--- src/rtl/mem_arb_pkg.sv ---
// Shared types and constants for the multiport PSRAM front end:
// FSM states, arbitration modes and the registered operation descriptor.
package mem_arb_pkg;

  localparam int ARB_FIXED = 0;
  localparam int ARB_RR    = 1;

  typedef enum logic [1:0] {
    IDLE   = 2'd0,
    ISSUE  = 2'd1,
    ACTIVE = 2'd2,
    GAP    = 2'd3
  } state_e;

  // Operation type captured together with the grant.
  typedef struct packed {
    logic is_wr;
    logic burst;
  } op_t;

  function automatic int wrap_add(input int base, input int off, input int n);
    return (base + off) % n;
  endfunction

endpackage

--- src/rtl/multiport_frontend_if.sv ---
// Bundle of application-side and controller-side signals of the front end.
// master = the front end itself, slave = the surrounding ports and controller.
interface multiport_frontend_if #(
  parameter int NUM_PORTS = 4,
  parameter int ADDR_W    = 23,
  parameter int DATA_W    = 16
);
  localparam int IDX_W = $clog2(NUM_PORTS);

  logic                        ctrlr_good;
  logic [NUM_PORTS-1:0]        app_wr;
  logic [NUM_PORTS-1:0]        app_rd;
  logic [NUM_PORTS-1:0]        app_burst;
  logic [NUM_PORTS*ADDR_W-1:0] app_addr;
  logic [NUM_PORTS*DATA_W-1:0] app_data_wr;
  logic [NUM_PORTS-1:0]        app_op_begun;
  logic [NUM_PORTS-1:0]        app_data_ok;
  logic                        op_begun;
  logic                        data_ok;
  logic                        op_finished;
  logic                        mem_wr;
  logic                        mem_rd;
  logic                        mem_burst;
  logic [ADDR_W-1:0]           mem_addr;
  logic [DATA_W-1:0]           mem_data_wr;
  logic [IDX_W-1:0]            grant;
  logic                        busy;
  logic                        timeout_err;

  modport master (
    input  ctrlr_good, app_wr, app_rd, app_burst, app_addr, app_data_wr,
    input  op_begun, data_ok, op_finished,
    output app_op_begun, app_data_ok, mem_wr, mem_rd, mem_burst,
    output mem_addr, mem_data_wr, grant, busy, timeout_err
  );

  modport slave (
    output ctrlr_good, app_wr, app_rd, app_burst, app_addr, app_data_wr,
    output op_begun, data_ok, op_finished,
    input  app_op_begun, app_data_ok, mem_wr, mem_rd, mem_burst,
    input  mem_addr, mem_data_wr, grant, busy, timeout_err
  );

endinterface

--- src/rtl/rr_arbiter.sv ---
// Combinational request-to-grant picker: lowest index in fixed mode, or the
// first requester strictly after last_grant (wrapping) in round-robin mode.
module rr_arbiter
  import mem_arb_pkg::*;
#(
  parameter int NUM_PORTS = 4,
  parameter int ARB_MODE  = ARB_RR
) (
  input  logic [NUM_PORTS-1:0]         req,
  input  logic [$clog2(NUM_PORTS)-1:0] last_grant,
  output logic                         gnt_valid,
  output logic [$clog2(NUM_PORTS)-1:0] gnt_idx
);
  localparam int IDX_W = $clog2(NUM_PORTS);

  // cand_idx[k] is the port examined at priority rank k (rank 0 wins).
  logic [IDX_W-1:0]     cand_idx [NUM_PORTS];
  logic [NUM_PORTS-1:0] cand_req;
  logic                 unused_last;

  assign unused_last = ^last_grant;

  genvar gi;
  generate
    for (gi = 0; gi < NUM_PORTS; gi++) begin : g_cand
      if (ARB_MODE == ARB_RR) begin : g_rr
        assign cand_idx[gi] = IDX_W'(wrap_add(int'(last_grant), gi + 1, NUM_PORTS));
      end else begin : g_fixed
        assign cand_idx[gi] = IDX_W'(gi);
      end
      assign cand_req[gi] = req[cand_idx[gi]];
    end
  endgenerate

  always_comb begin
    gnt_valid = 1'b0;
    gnt_idx   = '0;
    for (int k = NUM_PORTS - 1; k >= 0; k--) begin
      if (cand_req[k]) begin
        gnt_valid = 1'b1;
        gnt_idx   = cand_idx[k];
      end
    end
  end

endmodule

--- src/rtl/multiport_frontend.sv ---
// Multiport front end: arbitrates NUM_PORTS application ports onto a single
// PSRAM controller handshake (op_begun / data_ok / op_finished).
module multiport_frontend
  import mem_arb_pkg::*;
#(
  parameter int NUM_PORTS = 4,
  parameter int ADDR_W    = 23,
  parameter int DATA_W    = 16,
  parameter int ARB_MODE  = ARB_RR,
  parameter int TIMEOUT   = 255
) (
  input  logic                 clk,
  input  logic                 reset_n,
  multiport_frontend_if.master bus
);
  localparam int IDX_W  = $clog2(NUM_PORTS);
  localparam int WAIT_W = (TIMEOUT < 1) ? 1 : $clog2(TIMEOUT + 1);
  localparam logic [WAIT_W-1:0] WAIT_MAX = WAIT_W'(TIMEOUT);

  state_e            state_q, state_d;
  logic [IDX_W-1:0]  grant_q, grant_d;
  logic [IDX_W-1:0]  last_q, last_d;
  op_t               op_q, op_d;
  logic [WAIT_W-1:0] wait_q, wait_d;

  logic [NUM_PORTS-1:0] req;
  logic [NUM_PORTS-1:0] sel_port;
  logic [ADDR_W-1:0]    port_addr [NUM_PORTS];
  logic [DATA_W-1:0]    port_data [NUM_PORTS];
  logic                 arb_valid;
  logic [IDX_W-1:0]     arb_idx;
  logic                 in_issue;
  logic                 in_op;
  logic                 timeout_hit;

  assign in_issue = (state_q == ISSUE);
  assign in_op    = (state_q == ISSUE) || (state_q == ACTIVE);

  genvar gi;
  generate
    for (gi = 0; gi < NUM_PORTS; gi++) begin : g_port
      assign req[gi]       = bus.app_wr[gi] | bus.app_rd[gi];
      assign port_addr[gi] = bus.app_addr[gi*ADDR_W +: ADDR_W];
      assign port_data[gi] = bus.app_data_wr[gi*DATA_W +: DATA_W];
      assign sel_port[gi]  = in_op && (grant_q == IDX_W'(gi));
    end
  endgenerate

  rr_arbiter #(
    .NUM_PORTS (NUM_PORTS),
    .ARB_MODE  (ARB_MODE)
  ) u_arb (
    .req        (req),
    .last_grant (last_q),
    .gnt_valid  (arb_valid),
    .gnt_idx    (arb_idx)
  );

  always_ff @(posedge clk or negedge reset_n) begin
    if (!reset_n) begin
      state_q <= IDLE;
      grant_q <= '0;
      last_q  <= IDX_W'(NUM_PORTS - 1);
      op_q    <= '0;
      wait_q  <= '0;
    end else begin
      state_q <= state_d;
      grant_q <= grant_d;
      last_q  <= last_d;
      op_q    <= op_d;
      wait_q  <= wait_d;
    end
  end

  always_comb begin
    state_d     = state_q;
    grant_d     = grant_q;
    last_d      = last_q;
    op_d        = op_q;
    wait_d      = wait_q;
    timeout_hit = 1'b0;
    case (state_q)
      IDLE: begin
        if (bus.ctrlr_good && arb_valid) begin
          state_d  = ISSUE;
          grant_d  = arb_idx;
          // An aborted grant still counts as served, so the pointer moves now.
          last_d   = arb_idx;
          op_d     = '{is_wr: bus.app_wr[arb_idx], burst: bus.app_burst[arb_idx]};
          wait_d   = '0;
        end
      end
      ISSUE: begin
        if (bus.op_begun) begin
          state_d = ACTIVE;
        end else if (wait_q == WAIT_MAX) begin
          state_d     = IDLE;
          timeout_hit = 1'b1;
        end else begin
          wait_d = wait_q + 1'b1;
        end
      end
      ACTIVE: begin
        if (bus.op_finished) begin
          state_d = GAP;
        end
      end
      GAP:     state_d = IDLE;
      default: state_d = IDLE;
    endcase
  end

  // Strobes follow the state directly, so they drop the cycle after op_begun.
  assign bus.mem_wr       = in_issue & op_q.is_wr;
  assign bus.mem_rd       = in_issue & ~op_q.is_wr;
  assign bus.mem_burst    = in_issue & op_q.burst;
  assign bus.mem_addr     = in_op ? port_addr[grant_q] : '0;
  assign bus.mem_data_wr  = in_op ? port_data[grant_q] : '0;
  assign bus.app_op_begun = sel_port & {NUM_PORTS{bus.op_begun}};
  assign bus.app_data_ok  = sel_port & {NUM_PORTS{bus.data_ok}};
  assign bus.grant        = grant_q;
  assign bus.busy         = (state_q != IDLE);
  assign bus.timeout_err  = timeout_hit;

endmodule

--- src/flat_wrapper.sv ---
// flat-port wrapper written by rule: the top's interface ports become plain ports
module multiport_frontend_flat import mem_arb_pkg::*;
#(
  parameter int NUM_PORTS = 4,
  parameter int ADDR_W    = 23,
  parameter int DATA_W    = 16,
  parameter int ARB_MODE  = ARB_RR,
  parameter int TIMEOUT   = 255
)
  (clk, reset_n, bus_ctrlr_good, bus_app_wr, bus_app_rd, bus_app_burst, bus_app_addr, bus_app_data_wr, bus_op_begun, bus_data_ok, bus_op_finished, bus_app_op_begun, bus_app_data_ok, bus_mem_wr, bus_mem_rd, bus_mem_burst, bus_mem_addr, bus_mem_data_wr, bus_grant, bus_busy, bus_timeout_err);
  multiport_frontend_if #(.NUM_PORTS(NUM_PORTS), .ADDR_W(ADDR_W), .DATA_W(DATA_W)) bus_i ();
  input  logic clk;
  input  logic reset_n;
  input wire logic [$bits(bus_i.ctrlr_good)-1:0] bus_ctrlr_good;
  input wire logic [$bits(bus_i.app_wr)-1:0] bus_app_wr;
  input wire logic [$bits(bus_i.app_rd)-1:0] bus_app_rd;
  input wire logic [$bits(bus_i.app_burst)-1:0] bus_app_burst;
  input wire logic [$bits(bus_i.app_addr)-1:0] bus_app_addr;
  input wire logic [$bits(bus_i.app_data_wr)-1:0] bus_app_data_wr;
  input wire logic [$bits(bus_i.op_begun)-1:0] bus_op_begun;
  input wire logic [$bits(bus_i.data_ok)-1:0] bus_data_ok;
  input wire logic [$bits(bus_i.op_finished)-1:0] bus_op_finished;
  output wire logic [$bits(bus_i.app_op_begun)-1:0] bus_app_op_begun;
  output wire logic [$bits(bus_i.app_data_ok)-1:0] bus_app_data_ok;
  output wire logic [$bits(bus_i.mem_wr)-1:0] bus_mem_wr;
  output wire logic [$bits(bus_i.mem_rd)-1:0] bus_mem_rd;
  output wire logic [$bits(bus_i.mem_burst)-1:0] bus_mem_burst;
  output wire logic [$bits(bus_i.mem_addr)-1:0] bus_mem_addr;
  output wire logic [$bits(bus_i.mem_data_wr)-1:0] bus_mem_data_wr;
  output wire logic [$bits(bus_i.grant)-1:0] bus_grant;
  output wire logic [$bits(bus_i.busy)-1:0] bus_busy;
  output wire logic [$bits(bus_i.timeout_err)-1:0] bus_timeout_err;
  assign bus_i.ctrlr_good = bus_ctrlr_good;
  assign bus_i.app_wr = bus_app_wr;
  assign bus_i.app_rd = bus_app_rd;
  assign bus_i.app_burst = bus_app_burst;
  assign bus_i.app_addr = bus_app_addr;
  assign bus_i.app_data_wr = bus_app_data_wr;
  assign bus_i.op_begun = bus_op_begun;
  assign bus_i.data_ok = bus_data_ok;
  assign bus_i.op_finished = bus_op_finished;
  assign bus_app_op_begun = bus_i.app_op_begun;
  assign bus_app_data_ok = bus_i.app_data_ok;
  assign bus_mem_wr = bus_i.mem_wr;
  assign bus_mem_rd = bus_i.mem_rd;
  assign bus_mem_burst = bus_i.mem_burst;
  assign bus_mem_addr = bus_i.mem_addr;
  assign bus_mem_data_wr = bus_i.mem_data_wr;
  assign bus_grant = bus_i.grant;
  assign bus_busy = bus_i.busy;
  assign bus_timeout_err = bus_i.timeout_err;
  multiport_frontend #(.NUM_PORTS(NUM_PORTS), .ADDR_W(ADDR_W), .DATA_W(DATA_W), .ARB_MODE(ARB_MODE), .TIMEOUT(TIMEOUT)) u_core (.clk(clk), .reset_n(reset_n), .bus(bus_i));
endmodule
--- config.mk ---
export PLATFORM = sky130hd
export DESIGN_NAME = multiport_frontend_flat
export DESIGN_NICKNAME = d
export VERILOG_FILES = /design/src/rtl/mem_arb_pkg.sv /design/src/rtl/multiport_frontend_if.sv /design/src/rtl/rr_arbiter.sv /design/src/rtl/multiport_frontend.sv /design/src/flat_wrapper.sv
export SDC_FILE = /design/constraint.sdc
export NUM_CORES = 1
export LEC_CHECK = 0
export ABC_AREA = 1
export CORE_MARGIN = 4
export CORE_UTILIZATION = 31
export DETAILED_ROUTE_END_ITERATION = 7
export PLACE_DENSITY_LB_ADDON = 0.12
export SETUP_SLACK_MARGIN = 0.5
export SYNTH_ARGS = -nofsm -noshare
export SYNTH_HDL_FRONTEND = slang
export SYNTH_SLANG_ARGS = --single-unit
--- constraint.sdc ---
create_clock -name clk -period 2 [get_ports clk]
set_clock_uncertainty 0.15 [all_clocks]
set_input_delay 0.2 -clock clk [delete_from_list [all_inputs] [get_ports clk]]
set_output_delay 0.2 -clock clk [all_outputs]
set_load 0.01 [all_outputs]
==> summary.md, run 1 <==
| Metric | Value |
|---|---|
| Port buffer count | 227 |
| Critical endpoint after global-route timing repair | bus_mem_data_wr[7] |
| Syn_nets | 550 |
| Die W | 95.5 um |
| Syn Inst Count | 371 |
| # IOs | 228 |
| WEP type | output port |
| Fail Step | global routing |
| H-tree depth | 1 |
| Placed Cells | 697 |
| Initial Utilization | 32.4% |
| Largest net degree at the start of global routing | 50 |
| Num CTS Buffers | 3 |
| Initial antenna violation count | 0 |
| FP Rows | 31 |
| Warning count from the yosys run | 0 |
| Clk buf depth | 2 |
| Routability cong. | 0.848 |
| Die height | 95.5 um |
| DP Wirelength | 10.2 mm |
| Hold_buf cts | 0 |
| Syn avg cell area | 6.40 um2 |
| #FFs+latches synth | 16 |
| Syn Std Cell Area | 2370 um2 |
| Synth cell types | 33 |
| Error | [ERROR DPL-0033] detailed placement checks failed during check placement. |
| Status | stopped before the end |
| Root Buffer | clkbuf_8 |
| Sequential share of the synthesized area | 17.0% |
| CTS Sinks | 16 |
==> cells by family after synthesis <==
logic type / count (synthesis) / share of synthesized area, %
buffers and inverters: 65 / 11.6
AND/OR/NAND/NOR: 180 / 37.2
flip-flops: 16 / 17.0
adder cells (fa/ha/maj): 5 / 2.64
XOR/XNOR: 6 / 2.53
AO/OA/AOI/OAI: 99 / 29.1
==> cell usage after synthesis <==
master    number  area (um2)
nor2_4         1        11.3
xnor2_1        2        17.5
clkinv_1       1        3.75
o211ai_2       1        12.5
dfstp_2        2        52.6
nand3_1       99         495
o21ai_0        5        25.0
nand2_2       10        62.6
nor2_1        11        41.3
nand2_4        2        22.5
buf_6          1        11.3
buf_2          6        30.0
ha_1           5        62.6
inv_2          2        7.51
o21ai_1        2        10.0
a31oi_1       40         250
o21a_1         1        7.51
o21ai_2        2        17.5
nand3_2        3        30.0
a21oi_1        5        25.0
a22oi_1       39         293
dfrtp_1       14         350
xnor2_2        1        16.3
o31ai_2        4        50.1
inv_1         27         101
clkbuf_1      25        93.8
nor2_2         1        6.26
buf_1          1        3.75
buf_8          1        15.0
inv_6          1        8.76
nand2_1       42         158
xor2_1         3        26.3
nor3_1        11        55.1
==> repair_timing <==
action	4_1_cts
setup endpoints to repair	70
gates resized for setup	359
cloned	5
buffers inserted	36
pin swaps	31
==> stage by stage <==
stage | setup slack [ps] | cell area [um2] | utilization [%] | hold slack, ps | TNS [ps]
CTS | 5.56 | 6500 | 88.6 | 118 | 0
detailed placement | -115 | 5610 | 76.5 | 341 | -3180
global placement | -81.9 | 5610 | 76.5 | 345 | -1840
floorplan | 336 | 3100 | - | -246 | 0
==> inputs of run 2 (changes only) <==
--- a/config.mk
+++ b/config.mk
@@ -7,10 +7,9 @@
 export LEC_CHECK = 0
 export ABC_AREA = 1
 export CORE_MARGIN = 4
-export CORE_UTILIZATION = 31
+export CORE_UTILIZATION = 21
 export DETAILED_ROUTE_END_ITERATION = 7
-export PLACE_DENSITY_LB_ADDON = 0.12
-export SETUP_SLACK_MARGIN = 0.5
+export PLACE_DENSITY_LB_ADDON = 0.15
 export SYNTH_ARGS = -nofsm -noshare
 export SYNTH_HDL_FRONTEND = slang
 export SYNTH_SLANG_ARGS = --single-unit
==> run 2 against run 1 <==
Net effect:
- the run now ends clean
- area after synthesis stayed put
- synthesized cell count stayed put
==> summary.md, run 2 <==
| Metric | Value |
|---|---|
| Post-Synth Adder-Cell Area | 2.64% |
| Post-route design area | 5200 um2 |
| Largest net degree at the start of global routing | 43 |
| Post-Route WL | 13.2 mm |
| Die height | 114 um |
| Largest family of logic cells by synthesized area | simple AND/OR/NAND/NOR gates |
| Grt met1 use | 23.1% |
| Final min period | 1970 ps |
| Syn_nets | 550 |
| Post-route DRC | 0 |
| EDFF count, synth | 0 |
| DP Area | 5050 um2 |
| Final hold vios | 0 |
| Leakage dissipation | 2.16 nW |
| Initial Utilization | 21.7% |
| R2R setup slack | 150 ps |
| Fin crit share | 98.7% |
| Setup crit end kind | output port |
| CP Max Fanout | 7 |
| Vias in the first global route | 3696 |
| Worst EP arrival | 1620 ps |
| Avg WL per Cell | 17.6 um |
| Fillers | 1126 |
| GRT busiest layer | met2 |
| Status | finished clean |
| Grt met3 use | 2.91% |
| Simple-Gate Fraction of Synth Area | 37.2% |
| Die ar. | 13100 um2 |
| DR pass1 iterations | 5 |
| Hold_buf cts | 0 |
| Worst-Skew Late Latency | 250 ps |
| CTS tree | built |
| Commonest non-fill, non-tap cell in the layout | clkdlybuf4s50_1 |
| Root Buffer | clkbuf_16 |
| XOR/XNOR share of the synthesized area | 2.53% |
| H-tree depth | 1 |
| Reg2reg start | u_core.last_q[0] |
| Pre-CTS setup slack | -191 ps |
| Num CTS Buffers | 3 |
| Synth cell types | 33 |
| Number of nets in the layout | 790 |
| Worst setup margin | 25.4 ps |
| Synth area leaders | nand3_1, dfrtp_1, a22oi_1, a31oi_1, nand2_1 |
| Post-synth top flop | dfrtp_1 |
| Global route overflow | 0 |
| Syn Inst Count | 371 |
| Syn Std Cell Area | 2370 um2 |
| Largest area contributor in the netlist | nand3_1 |
| Most flop-heavy register | u_core.wait_q |
| Initial antenna violation count | 0 |
| Number of flip-flops in the largest register | 8 |
| Initial drt markers | 292 |
| Critical path type | register to output port |
| Port buffer count | 227 |
| Clock-pin slew on the worst setup and hold paths | 50 ps |
| Tightest Hold Check Type | input port to asynchronous set/reset pin |
| Most frequent cell after synthesis | nand3_1 |
| Origin of the worst setup path | u_core.bus.grant[1] |
| CTS Sinks | 16 |
| CP endpoint | bus_mem_data_wr[14] |
| CP Launch Type | register |
| Setup violators final | 0 |
| Layout cells sized above 1 | 23.0% |
| #FFs+latches synth | 16 |
| Slew headroom | 80.5% |
| P&R area growth vs syn | 119% |
| Max IR drop VDD | 522 uV |
| Commonest cells post-synth | nand3_1, nand2_1, a31oi_1 |
| Max Cap Viol | 0 |
| Placed Cells | 738 |
| Global-route wire length before repair | 19.4 mm |
| Fmax | 506 MHz |
| GR Layer Usage met2 | 32.6% |
| Final ANT Viol Nets | 0 |
| R2r endpoint | u_core.op_q[1] |
| GRT Util Overall | 18.3% |
| RSZ-0062 raised after global routing | true |
| Commonest non-fill, non-tap cells in the layout | clkdlybuf4s50_1, nand3_1, nand2_1 |
| Number of antenna diodes | 0 |
| Pwr dens | 1450 nW/um2 |
| # IOs | 228 |
| Syn avg cell area | 6.40 um2 |
| Clk buf depth | 2 |
| Pwr Total | 7.56 mW |
| Worst r2r path cells | 11 |
| Max Slew Vio Count | 0 |
| Mux cell area share after synthesis | 0% |
| Slew @ Worst Pin | 291 ps |
| DP Wirelength | 10.4 mm |
| Vias | 3734 |
| Vias per inst | 4.98 |
| Async S/R FF share, synth | 100% |
| Share of the synthesized area in the top cell type | 20.9% |
| Non-filler cells, final | 750 |
| Core area | 10900 um2 |
| Post-synthesis compound-gate area fraction | 29.1% |
| CP Data Required Time | 1650 ps |
| Die W | 114 um |
| Warning count from the yosys run | 0 |
| Sequential share of the synthesized area | 17.0% |
| Routability cong. | 0.930 |
| FP Rows | 38 |
run 2: cell counts after synthesis:
No cell type changed its count.
run 2: critical path, cell delays in order, from the launching register on:
cell           delay, ps
dfrtp_2              470
nor2_4               120
buf_12               150
buf_12               120
a22oi_1               70
a31oi_1              140
dlygate4sd2_1        300
run 2: power by group:
| part | internal, mW | total, mW | switching (mW) |
|---|---|---|---|
| clock | 0.304 | 0.436 | 0.132 |
| sequential | 0.463 | 0.590 | 0.128 |
| combinational | 3.04 | 6.53 | 3.50 |
run 2: how the worst min path moves through the flow:
stage                                  to  slack (ps)  cells past startpoint
5_1_grt                    u_core.op_q[0]         150                      2
3_3_place_gp               u_core.op_q[0]         340                      2
3_5_place_dp               u_core.op_q[0]         340                      2
6_report                   u_core.op_q[0]         120                      2
4_1_cts                    u_core.op_q[0]         140                      2
2_1_floorplan  asynchronous set/reset pin        -250                      0
run 2: kinds of logic after synthesis:
logic type / Yosys count
DFF: 16
buffers and inverters: 65
adders and majority gates: 5
xor gates and xnor gates: 6
and+or+nand+nor: 180
AOI/OAI and AO/OA: 99
run 2: routing by layer:
metal	vias to the layer above	part of all wire, %	wire length (um)
met4	0	2.4	317
met5	-	0	0
met1	1702	40	5310
li1	1839	-	-
met2	173	50	6660
met3	20	7.1	940
run 2: stage by stage:
stage                     utilization, %  hold WS [ps]  setup TNS (ps)
after global placement              46.2           341           -4380
final                               47.6           123               0
after floorplan                        -          -246               0
after CTS                           46.9           135           -18.8
after detailed placement            46.2           345           -5420
after global routing                47.6           150            -127
run 2: area by class of cell:
type                            count  area, um2  share of cell area (%)
Tap cell                          140        175                    3.37
Clock buffer                        4       88.8                    1.71
Inverter                           31        125                    2.40
Multi-Input combinational cell    290       1820                    35.0
Timing Repair Buffer              269       2590                    49.8
Sequential cell                    16        405                    7.79
run 2: timing repair:
item / CTS / global route
pin swaps: 1 / 1
buffers inserted: 3 / 3
cloned: 1 / 1
endpoints found under the setup margin: 51 / 50
resized for setup: 173 / 53
Power figures use the tool's default switching activity.
==> inputs of run 3 (changes only) <==
--- a/config.mk
+++ b/config.mk
@@ -6,10 +6,11 @@
 export NUM_CORES = 1
 export LEC_CHECK = 0
 export ABC_AREA = 1
-export CORE_MARGIN = 4
+export CORE_MARGIN = 2
 export CORE_UTILIZATION = 21
 export DETAILED_ROUTE_END_ITERATION = 7
 export PLACE_DENSITY_LB_ADDON = 0.15
+export SLEW_MARGIN = 40
 export SYNTH_ARGS = -nofsm -noshare
 export SYNTH_HDL_FRONTEND = slang
 export SYNTH_SLANG_ARGS = --single-unit
==> run 3 against run 2 <==
Net effect:
- sequential power down 0.8%
- clock-buffer cell count unchanged
- clock power down 2%
- register-to-register slack about the same
- critical path depth fell by 1
- setup slack got worse by 0.67 ps
- largest power group unchanged
==> summary.md, run 3 (synthesis results as in run 2) <==
| Metric | Value |
|---|---|
| Port buffer count | 227 |
| DR pass1 iterations | 4 |
| CTS tree | built |
| Pwr dens | 1470 nW/um2 |
| Core area | 10900 um2 |
| Logic pwr share | 87.0% |
| Initial Utilization | 21.7% |
| Setup crit end kind | output port |
| Die ar. | 12200 um2 |
| Commonest non-fill, non-tap cells in the layout | clkdlybuf4s50_1, nand3_1, nand2_1 |
| Routability cong. | 0.851 |
| Setup violators final | 0 |
| Max IR drop VDD | 607 uV |
| RSZ-0062 raised after global routing | true |
| Critical path type | register to output port |
| Pwr Total | 7.81 mW |
| Final hold vios | 0 |
| CP Launch Type | register |
| CP Max Fanout | 20 |
| Fmax | 506 MHz |
| Switching portion of total power | 48.3% |
| Vias in the first global route | 3710 |
| Switching pwr | 3.77 mW |
| Worst-Skew Late Latency | 250 ps |
| Clock-pin slew on the worst setup and hold paths | 50 ps |
| Largest net degree at the start of global routing | 31 |
| Leakage dissipation | 2.22 nW |
| Post-Route WL | 12.9 mm |
| Avg WL per Cell | 16.9 um |
| Most flop-heavy register | u_core.wait_q |
| Root Buffer | clkbuf_16 |
| CP Data Required Time | 1650 ps |
| CTS Sinks | 16 |
| Clock share of power | 5.5% |
| Max Cap Viol | 0 |
| Commonest non-fill, non-tap cell in the layout | clkdlybuf4s50_1 |
| Layout cells sized above 1 | 25.3% |
| # IOs | 228 |
| Initial antenna violation count | 0 |
| Global route overflow | 0 |
| Final min period | 1980 ps |
| Max Slew Vio Count | 0 |
| Initial drt markers | 188 |
| DP Wirelength | 9.80 mm |
| H-tree depth | 1 |
| Tightest Hold Check Type | input port to asynchronous set/reset pin |
| Number of antenna diodes | 0 |
| Number of nets in the layout | 804 |
| Worst EP arrival | 1630 ps |
| Vias per inst | 4.95 |
| Fin crit share | 98.8% |
| Number of flip-flops in the largest register | 8 |
| P_int | 4.04 mW |
| Slew headroom | 80.0% |
| Vias | 3779 |
| Die W | 110 um |
| Final ANT Viol Nets | 0 |
| Die height | 110 um |
| GRT Util Overall | 18.9% |
| Slew @ Worst Pin | 299 ps |
| Pre-CTS setup slack | -92.4 ps |
| Post-route DRC | 0 |
| Sequential power share | 7.5% |
| Status | finished clean |
| Num CTS Buffers | 3 |
| FP Rows | 38 |
| Worst setup margin | 24.7 ps |
| Global-route wire length before repair | 18.1 mm |
| Clk buf depth | 2 |
| P&R area growth vs syn | 124% |
==> run 3: power groups by stage <==
stage               registers [mW]  clock network (mW)  logic (mW)
floorplan                    0.547                   0        3.13
global placement             0.604                   0        6.53
detailed placement           0.611                   0        6.54
CTS                          0.613               0.440        6.41
global route                 0.609               0.450        7.42
finish                       0.585               0.428        6.80
==> run 3: area by class of cell <==
class	count	area, um2
Timing Repair Buffer	283	2720
Inverter	31	124
Multi-Input combinational cell	290	1810
Tap cell	140	175
Sequential cell	16	405
Clock buffer	4	88.8
Fill cell	1079	5620
==> run 3: worst max-delay path, cell delays in order (launching register included) <==
cell and delay [ps]:
dfrtp_2 460, nor2_4 220, buf_12 200, a22oi_1 80
a31oi_1 130, clkdlybuf4s15_1 280
==> run 3: worst paths after layout <==
kind	slack, ps	cells after the start	endpoint	start
worst max-delay path	20	5	bus_mem_data_wr[12]	u_core.bus.grant[1]
worst min-delay path	50	1	u_core.op_q[0]	reset_n
worst max register to register	150	8	u_core.wait_q[3]	u_core.state_q[0]
worst min register to register	340	2	u_core.op_q[0]	u_core.op_q[0]
max in group asynchronous	1200	2	asynchronous set/reset pin	reset_n
min in group clk	340	2	u_core.op_q[0]	u_core.op_q[0]
==> run 3: stage by stage <==
step	hold slack (ps)	cell area (um2)	util, %	cells	setup TNS (ps)
2_1_floorplan	-246	2370	-	371	0
6_report	54.4	5320	48.6	764	0
4_1_cts	66.1	5210	47.7	755	-182
3_5_place_dp	329	5110	46.7	744	-3080
3_3_place_gp	324	5110	46.7	744	-2670
5_1_grt	81.5	5320	48.6	764	-285
==> run 3: timing repair <==
action	in CTS	in global routing
hold buffers	0	0
setup endpoints to repair	51	53
cloned	2	1
pin swaps	2	2
gates resized for setup	182	52
buffers inserted	5	8
==> run 3: routing by layer <==
| layer | track usage, % | part of all wire (%) |
|---|---|---|
| met1 | 21.9 | 37 |
| met2 | 35.4 | 52 |
| met3 | 2.47 | 8.2 |
| met4 | 6.07 | 2.6 |
| met5 | 0 | 0 |
